--- config.mk ---
export PLATFORM = sky130hd
export DESIGN_NAME = sdram_sched
export DESIGN_NICKNAME = d
export VERILOG_FILES = /design/src/rtl/sdram_sched.sv
export SDC_FILE = /design/constraint.sdc
export NUM_CORES = 1
export LEC_CHECK = 0
export CAP_MARGIN = 5
export CORE_UTILIZATION = 61
export CTS_CLUSTER_SIZE = 24
export DETAILED_ROUTE_END_ITERATION = 7
export HOLD_SLACK_MARGIN = 0.03
export PLACE_DENSITY = 0.91
export SETUP_SLACK_MARGIN = 0.3
export SYNTH_ARGS = -nofsm -noshare
export SYNTH_HDL_FRONTEND = slang
export SYNTH_SLANG_ARGS = --single-unit
--- constraint.sdc ---
create_clock -name clk -period 5.12 [get_ports clk]
set_input_delay 0.768 -clock clk [delete_from_list [all_inputs] [get_ports clk]]
set_output_delay 0.768 -clock clk [all_outputs]
set_load 0.005 [all_outputs]
--- src/rtl/sdram_sched.sv ---
// SDRAM command scheduler: power-up init, interval refresh with bounded
// postponement, round-robin arbitration of the write/read paths, registered pins.
module sdram_sched #(
    parameter int ADDR_WIDTH    = 12,
    parameter int BANK_WIDTH    = 2,
    parameter int T_PLL         = 10000,
    parameter int T_RP          = 2,
    parameter int T_RFC         = 7,
    parameter int T_MRD         = 2,
    parameter int T_REFI        = 1560,
    parameter int MAX_POSTPONE  = 8,
    parameter int INIT_AR_COUNT = 2,
    parameter logic [ADDR_WIDTH-1:0] INIT_LMR = 12'h030
) (
    input  logic                  clk,
    input  logic                  rst,
    input  logic                  clk_locked,
    output logic                  cke,
    output logic                  cs_n,
    output logic                  ras,
    output logic                  cas,
    output logic                  we,
    output logic [ADDR_WIDTH-1:0] address,
    output logic [BANK_WIDTH-1:0] bank,
    output logic                  sdram_ready,
    input  logic                  wr_req,
    output logic                  wr_gnt,
    input  logic [2:0]            wr_command,
    input  logic [ADDR_WIDTH-1:0] wr_address,
    input  logic [BANK_WIDTH-1:0] wr_bank,
    input  logic                  rd_req,
    output logic                  rd_gnt,
    input  logic [2:0]            rd_command,
    input  logic [ADDR_WIDTH-1:0] rd_address,
    input  logic [BANK_WIDTH-1:0] rd_bank,
    output logic                  refresh_pending,
    output logic [3:0]            refresh_debt,
    output logic                  refresh_overrun
);

    localparam logic [2:0] CMD_NOP = 3'b111;
    localparam logic [2:0] CMD_PRE = 3'b010;
    localparam logic [2:0] CMD_AR  = 3'b001;
    localparam logic [2:0] CMD_MRS = 3'b000;
    localparam logic [3:0] DEBT_MAX = 4'(MAX_POSTPONE);
    localparam logic [ADDR_WIDTH-1:0] ADDR_ALL_BANKS = {{(ADDR_WIDTH-11){1'b0}}, 1'b1, 10'b0};

    typedef enum logic [3:0] {
        START, WAIT_PLL, PRECHARGE, INIT_AR, LOAD_MODE,
        IDLE, OWN_WR, OWN_RD, REF_PRE, REF_AR
    } state_t;

    state_t                state, state_n;
    logic [31:0]           cnt, cnt_n;
    logic [31:0]           ar_left, ar_left_n;
    logic [31:0]           timer;
    logic                  ready_n;
    logic                  prefer_rd;
    logic                  cs_drop;
    logic                  refresh_done;
    logic                  tick;
    logic                  hold_rst;
    logic [2:0]            cmd_n, cmd_q;
    logic [ADDR_WIDTH-1:0] addr_n;
    logic [BANK_WIDTH-1:0] bank_n;

    assign hold_rst        = rst || !clk_locked;
    assign tick            = sdram_ready && (timer == 32'd0);
    assign refresh_pending = (refresh_debt != 4'd0);
    assign {ras, cas, we}  = cmd_q;

    always_comb begin
        state_n      = state;
        cnt_n        = (cnt != 32'd0) ? cnt - 32'd1 : cnt;
        ar_left_n    = ar_left;
        ready_n      = sdram_ready;
        cmd_n        = CMD_NOP;
        addr_n       = '0;
        bank_n       = '0;
        cs_drop      = 1'b0;
        refresh_done = 1'b0;
        case (state)
            START: begin
                // Entry is one cycle after cke rose, so the wait is one short.
                if (cke) begin
                    state_n = WAIT_PLL;
                    cnt_n   = 32'(T_PLL - 2);
                end
            end
            WAIT_PLL: begin
                if (cnt == 32'd0) begin
                    state_n = PRECHARGE;
                    cmd_n   = CMD_PRE;
                    addr_n  = ADDR_ALL_BANKS;
                    cs_drop = 1'b1;
                    cnt_n   = 32'(T_RP - 1);
                end
            end
            PRECHARGE: begin
                if (cnt == 32'd0) begin
                    state_n   = INIT_AR;
                    cmd_n     = CMD_AR;
                    cnt_n     = 32'(T_RFC - 1);
                    ar_left_n = 32'(INIT_AR_COUNT - 1);
                end
            end
            INIT_AR: begin
                if (cnt == 32'd0) begin
                    if (ar_left != 32'd0) begin
                        cmd_n     = CMD_AR;
                        cnt_n     = 32'(T_RFC - 1);
                        ar_left_n = ar_left - 32'd1;
                    end else begin
                        state_n = LOAD_MODE;
                        cmd_n   = CMD_MRS;
                        addr_n  = INIT_LMR;
                        cnt_n   = 32'(T_MRD - 1);
                    end
                end
            end
            LOAD_MODE: begin
                if (cnt == 32'd0) begin
                    state_n = IDLE;
                    ready_n = 1'b1;
                end
            end
            IDLE: begin
                if (refresh_debt == DEBT_MAX || (!wr_req && !rd_req && refresh_debt != 4'd0)) begin
                    state_n = REF_PRE;
                    cmd_n   = CMD_PRE;
                    addr_n  = ADDR_ALL_BANKS;
                    cnt_n   = 32'(T_RP - 1);
                end else if (wr_req && (!rd_req || !prefer_rd)) begin
                    state_n = OWN_WR;
                end else if (rd_req) begin
                    state_n = OWN_RD;
                end
            end
            OWN_WR: begin
                if (wr_req) begin
                    cmd_n  = wr_command;
                    addr_n = wr_address;
                    bank_n = wr_bank;
                end else begin
                    state_n = IDLE;
                end
            end
            OWN_RD: begin
                if (rd_req) begin
                    cmd_n  = rd_command;
                    addr_n = rd_address;
                    bank_n = rd_bank;
                end else begin
                    state_n = IDLE;
                end
            end
            REF_PRE: begin
                if (cnt == 32'd0) begin
                    state_n = REF_AR;
                    cmd_n   = CMD_AR;
                    cnt_n   = 32'(T_RFC - 1);
                end
            end
            REF_AR: begin
                if (cnt == 32'd0) begin
                    state_n      = IDLE;
                    refresh_done = 1'b1;
                end
            end
            default: state_n = START;
        endcase
    end

    always_ff @(posedge clk) begin
        if (hold_rst) begin
            state       <= START;
            cnt         <= 32'd0;
            ar_left     <= 32'd0;
            sdram_ready <= 1'b0;
            prefer_rd   <= 1'b0;
            wr_gnt      <= 1'b0;
            rd_gnt      <= 1'b0;
            cke         <= 1'b0;
            cs_n        <= 1'b1;
            cmd_q       <= CMD_NOP;
            address     <= '0;
            bank        <= '0;
        end else begin
            state       <= state_n;
            cnt         <= cnt_n;
            ar_left     <= ar_left_n;
            sdram_ready <= ready_n;
            wr_gnt      <= (state_n == OWN_WR);
            rd_gnt      <= (state_n == OWN_RD);
            cke         <= 1'b1;
            cmd_q       <= cmd_n;
            address     <= addr_n;
            bank        <= bank_n;
            if (cs_drop) cs_n <= 1'b0;
            if (state == IDLE && state_n == OWN_WR) prefer_rd <= 1'b1;
            if (state == IDLE && state_n == OWN_RD) prefer_rd <= 1'b0;
        end
    end

    // Refresh interval timer and debt; a tick and a completion cancel out.
    always_ff @(posedge clk) begin
        if (hold_rst) begin
            timer           <= 32'(T_REFI - 1);
            refresh_debt    <= 4'd0;
            refresh_overrun <= 1'b0;
        end else begin
            if (sdram_ready) timer <= (timer == 32'd0) ? 32'(T_REFI - 1) : timer - 32'd1;
            if (tick && !refresh_done) begin
                if (refresh_debt == DEBT_MAX) refresh_overrun <= 1'b1;
                else                          refresh_debt    <= refresh_debt + 4'd1;
            end else if (!tick && refresh_done) begin
                refresh_debt <= refresh_debt - 4'd1;
            end
        end
    end

endmodule

[Word level (Yosys, flattened, before mapping)]
Index checks and enable logic that the tools add are counted.
Storage, ports and cells
  register bits after elaboration: 128
  output and inout bits: 28
Cells by class
  $add $sub $neg: 5
  equality and inequality tests: 16
  muxes and demuxes: 51
  reductions and logical operators: 32
Operators with widths (count)
  two-way mux 32 bit: 10
  one-hot mux 32 bit (5 select lines): 1
  subtractor 32 x 1 -> 32 bit (second input constant): 3
  zero test 32 bit: 2
  one-hot mux 32 bit (2 select lines): 1
  nonzero test 32 bit: 2
  two-way mux 4 bit: 15
  one-hot mux 12 bit (5 select lines): 1
  one-hot mux 4 bit (9 select lines): 1
  == test 4 x 3 -> 1 bit (second input constant): 6
  two-way mux 12 bit: 2
  two-way mux 11 bit: 2
  two-way mux 3 bit: 7
  one-hot mux 3 bit (6 select lines): 1
  == test 4 bit (second input constant): 3
  two-way mux 6 bit: 2
  == test 4 x 2 -> 1 bit (second input constant): 2
  logical AND 1 bit: 8
  != test 2 bit (second input constant): 4
  zero test 1 bit: 6
  AND reduction 2 bit: 3
  OR reduction 2 bit: 3
  two-way mux 1 bit: 5
  adder 4 x 1 -> 4 bit (second input constant): 1
  9 further kinds: 13

[Depth between registers and ports, before layout]
  depth in word-level cells: 9
  mapped depth: 12
  mapped depth without buffers: 12

[Least setup slack after synthesis]
OpenSTA, ideal clock, no wires.
  path kind: flip-flop to flip-flop
  start: register timer[8]
  end: register refresh_debt[3]
  arrival: 3.367 ns
  required time: 5.048 ns
  path slack: 1.682 ns
  stages on the path, launching flop included: 13
  path buffers: 1
  period minus slack after synthesis: 3.438 ns
  path through: dfxtp_1 or4_4 or4_4 buf_6 or2_2 nor4_1 o31ai_1 ha_1 a21o_1 a21oi_1 or3_1 mux2i_1 mux2i_1
Between the ends
  word-level cells in the longest chain between the ends: 6
  elaborated cells on any way between the ends: 9
RTL lines
  from (decl): line 56  | logic [31:0] timer;
  from (signal assigned): line 208  | timer <= 32'(T_REFI - 1);
  from (signal assigned): line 212  | if (sdram_ready) timer <= (timer == 32'd0) ? 32'(T_REFI - 1) : timer - 32'd1;
  zero test 32 bit *: line 68  | assign tick = sdram_ready && (timer == 32'd0);
  logical AND 1 bit *: line 68
  zero test 1 bit: line 216  | end else if (!tick && refresh_done) begin
  logical AND 1 bit: line 216
  nonzero test 2 bit (no source line)
  AND reduction 2 bit (no source line)
  to (signal assigned): line 215  | else refresh_debt <= refresh_debt + 4'd1;
  to (signal assigned): line 217  | refresh_debt <= refresh_debt - 4'd1;
  to (decl): line 37  | output logic [3:0] refresh_debt,
Every way passes the cells marked *; elsewhere a longest branch is shown, timed or not.
A chain may end at the register's enable or synchronous reset.

[Worst setup path in the final report]
  start: register cnt[23]
  end: register refresh_debt[3]
Between the ends
  word-level cells in the longest chain between the ends: 7
  elaborated cells on any way between the ends: 10
RTL lines
  from (decl): line 54  | logic [31:0] cnt, cnt_n;
  from (signal assigned): line 190  | cnt <= cnt_n;
  zero test 32 bit *: line 165  | if (cnt == 32'd0) begin
  two-way mux 1 bit *: line 165
  two-way mux 1 bit *: line 82  | case (state)
  zero test 1 bit: line 213  | if (tick && !refresh_done) begin
  logical AND 1 bit: line 213
  != test 2 bit (no source line) / nonzero test 2 bit (equally long branches)
  AND reduction 2 bit (no source line)
Marks and branches as above.

==> run metrics <==
Worst Tran Pin Value=1.202 ns; Final Util=75.25%; largest family of logic cells by synthesized area=simple AND/OR/NAND/NOR gates; Worst Hold Endpoint=refresh_overrun$_SDFFE_PN0P_; status=completed; clock slew at reported path FFs=0.06 ns; RSZ-0062 raised after global routing=false; post-place setup slack=1.430 ns; Synth cell types=67; Clock Latency Late Sink=0.54 ns; fraction of layout cells with a size suffix above 1=7.073%; Post-Synth XOR/XNOR Area=10.34%; DRT antenna net count=0; total of warnings raised by yosys=0; largest net degree at the start of global routing=32; DR iter-0 viols=525; EDFF count, synth=0; CP startpoint kind=register; Multi-input gate area=3657 µm²; I/O Buffers=66; Overflow after GRT=0; post-synth design cell area=6437 µm²; maximum root-to-sink buffer count=2; FF-to-FF End=refresh_debt[3]$_SDFFE_PN0P_; Avg Cell Area, Syn=8.459 µm²; Max Slew Vio Count=0; internal reg-to-reg setup slack=1.22 ns; Synth Area in Compound Gates=12.13%; Synth Register Bits=128; initial antenna violation count=1; Synth Net Count=808; worst endpoint data arrival time=4.36 ns; Core Rows=37; CP Capture Type=register; area leader, netlist=dfxtp_1; drt total wl=16.96 mm; Die Area=10970 µm²; CTS tree=done; Tot GR Track Use=31.52%; Detailed Routing Iterations Pass 1=8; reg2reg path depth=10; Peak VDD IR=0.5242 mV; simple-gate share of the synthesized area=31.99%; Setup CP Type=reg -> reg; CTS buffer count=17; Tcrit/Tclk final=76.12%; DR vias=6133; Hold Violations, Final=0; Post-Synth Adder-Cell Area=1.672%; top cell type's share of synthesized area=39.81%; DP HPWL=10.85 mm; Avg WL per Cell=17.73 µm; chip width=104.7 µm; critical path fanouts, max=8; Critical Path RT=5.59 ns; global-route wire length before repair=28.12 mm; Final #Nets=855; fill count=664; Initial Utilization=62.64%; Total Neg Setup Slack=0 ns; max_cap viols=0; Power Dens Cells=524.3 nW/µm²; CP startpoint=cnt[23]$_SDFF_PN0_; post-synthesis mux area share=0.4665%; Final setup viols=0; clock skew=0.005942 ns; gpl congestion=0.8586; drt via density=6.409; Seq. cell area=2562 µm²; die height=104.7 µm; cts repair resizes=0; hold path cells=2; Core ar.=10280 µm²; Synth area leaders=dfxtp_1 40%, xnor2_1 6.9%, nor2_1 6.4%; vias in the first global route=5969; sequential fraction of the synthesis area=39.81%; Most used DFF post-synth=dfxtp_1; min setup slack post-route=1.223 ns; fraction of registers with async set/reset=0%; LEAKAGE=2.746 nW; clk root buf=clkbuf_8; area growth from synthesis to layout=20.14%; DRC Markers=0; worst relative slew slack=19.88%; Min-Delay Startpoint=refresh_overrun$_SDFFE_PN0P_; commonest non-fill, non-tap cells in the layout=128 x dfxtp_1, 110 x nor2_1, 66 x clkdlybuf4s50_1, 51 x xnor2_1, 43 x nor3_1; H-tree lvl count=4; # IOs=67; Synth Instances=761; f_max=256.6 MHz; min cycle time layout=3.897 ns; Hold Buf Count CTS=0; clk sink count=128; type of the worst min-delay path=reg -> reg; commonest non-fill, non-tap cell in the layout=dfxtp_1; worst r2r src=cnt[23]$_SDFF_PN0_; buffer count from post-CTS setup fixing=0
state kept, by name, summed over array words and instances (netlist names), 2 cells and up:
| register | cells |
|---|---|
| timer | 32 |
| cmd_q | 3 |
| refresh_debt | 4 |
| address | 12 |
| ar_left | 32 |
| state | 4 |
| cnt | 32 |
| bank | 2 |
metrics by stage:
step / std cells / power (mW) / area, µm² / hold WS (ns)
after CTS: 956 / 4.021 / 7731 / 0.4617
after global placement: 925 / 2.645 / 7111 / 0.4348
after detailed placement: 925 / 2.720 / 7111 / 0.4527
after global routing: 957 / 4.248 / 7734 / 0.4835
final: 957 / 4.054 / 7734 / 0.4629
after floorplan: 761 / 2.446 / 6437 / 0.4388
where the power goes:
group	internal [mW]	total, mW	switching (mW)
clock	0.830	1.27	0.440
sequential	1.09	1.19	0.105
combinational	0.620	1.59	0.973
total	2.54	4.05	1.52
kinds of logic after synthesis:
kind of cell | Yosys count
and+or+nand+nor | 374
DFF | 128
AOI/OAI and AO/OA | 121
xor gates and xnor gates | 76
buffers and inverters | 51
adders and majority gates | 8
muxes | 3
critical path, stage by stage (launching register included):
cell,delay [ns]
dfxtp_1,0.34
or4_1,0.66
nor4_1,0.41
nand4_1,0.52
o31ai_1,0.60
ha_1,0.34
a21o_1,0.21
a21oi_1,0.23
nand2_1,0.09
mux2i_1,0.21
mux2i_1,0.20
synth_stat cells (6+ instances only):
cell type	n
clkbuf_1	29
nor2_1	110
a21oi_1	38
nor4_1	33
or2_2	8
nor4b_1	6
xor2_1	25
nor2b_1	6
xnor2_1	51
nand2b_1	10
nor3_1	43
nand4_1	12
a22oi_1	13
dfxtp_1	128
nand2_1	42
o21ai_0	26
or4_1	18
inv_1	9
o31ai_1	10
buf_2	6
or3_1	27
nand3_1	21
ha_1	7
worst max-delay path by stage:
stage,endpoint,cells past startpoint
CTS,refresh_debt[3]$_SDFFE_PN0P_,10
detailed placement,refresh_debt[3]$_SDFFE_PN0P_,10
floorplan,refresh_debt[3]$_SDFFE_PN0P_,12
global placement,refresh_debt[3]$_SDFFE_PN0P_,11
finish,refresh_debt[3]$_SDFFE_PN0P_,10
global route,refresh_debt[3]$_SDFFE_PN0P_,10
layout make-up:
cell class	count	area share [%]
Sequential cell	128	33.13
Multi-Input combinational cell	582	47.29
Antenna cell	1	0.03236
Timing Repair Buffer	69	8.834
Inverter	10	0.4854
Clock inverter	8	1.990
Clock buffer	23	6.035
Tap cell	136	2.200
per-layer routing:
| metal | global-route usage [%] | vias up | routed length (µm) |
|---|---|---|---|
| li1 | - | 2839 | - |
| met5 | 0 | - | 0 |
| met1 | 37.25 | 2950 | 6805 |
| met4 | 14.59 | 0 | 490 |
| met2 | 54.68 | 289 | 8571 |
| met3 | 6.488 | 55 | 1097 |
(Power assumes the default switching activity.)
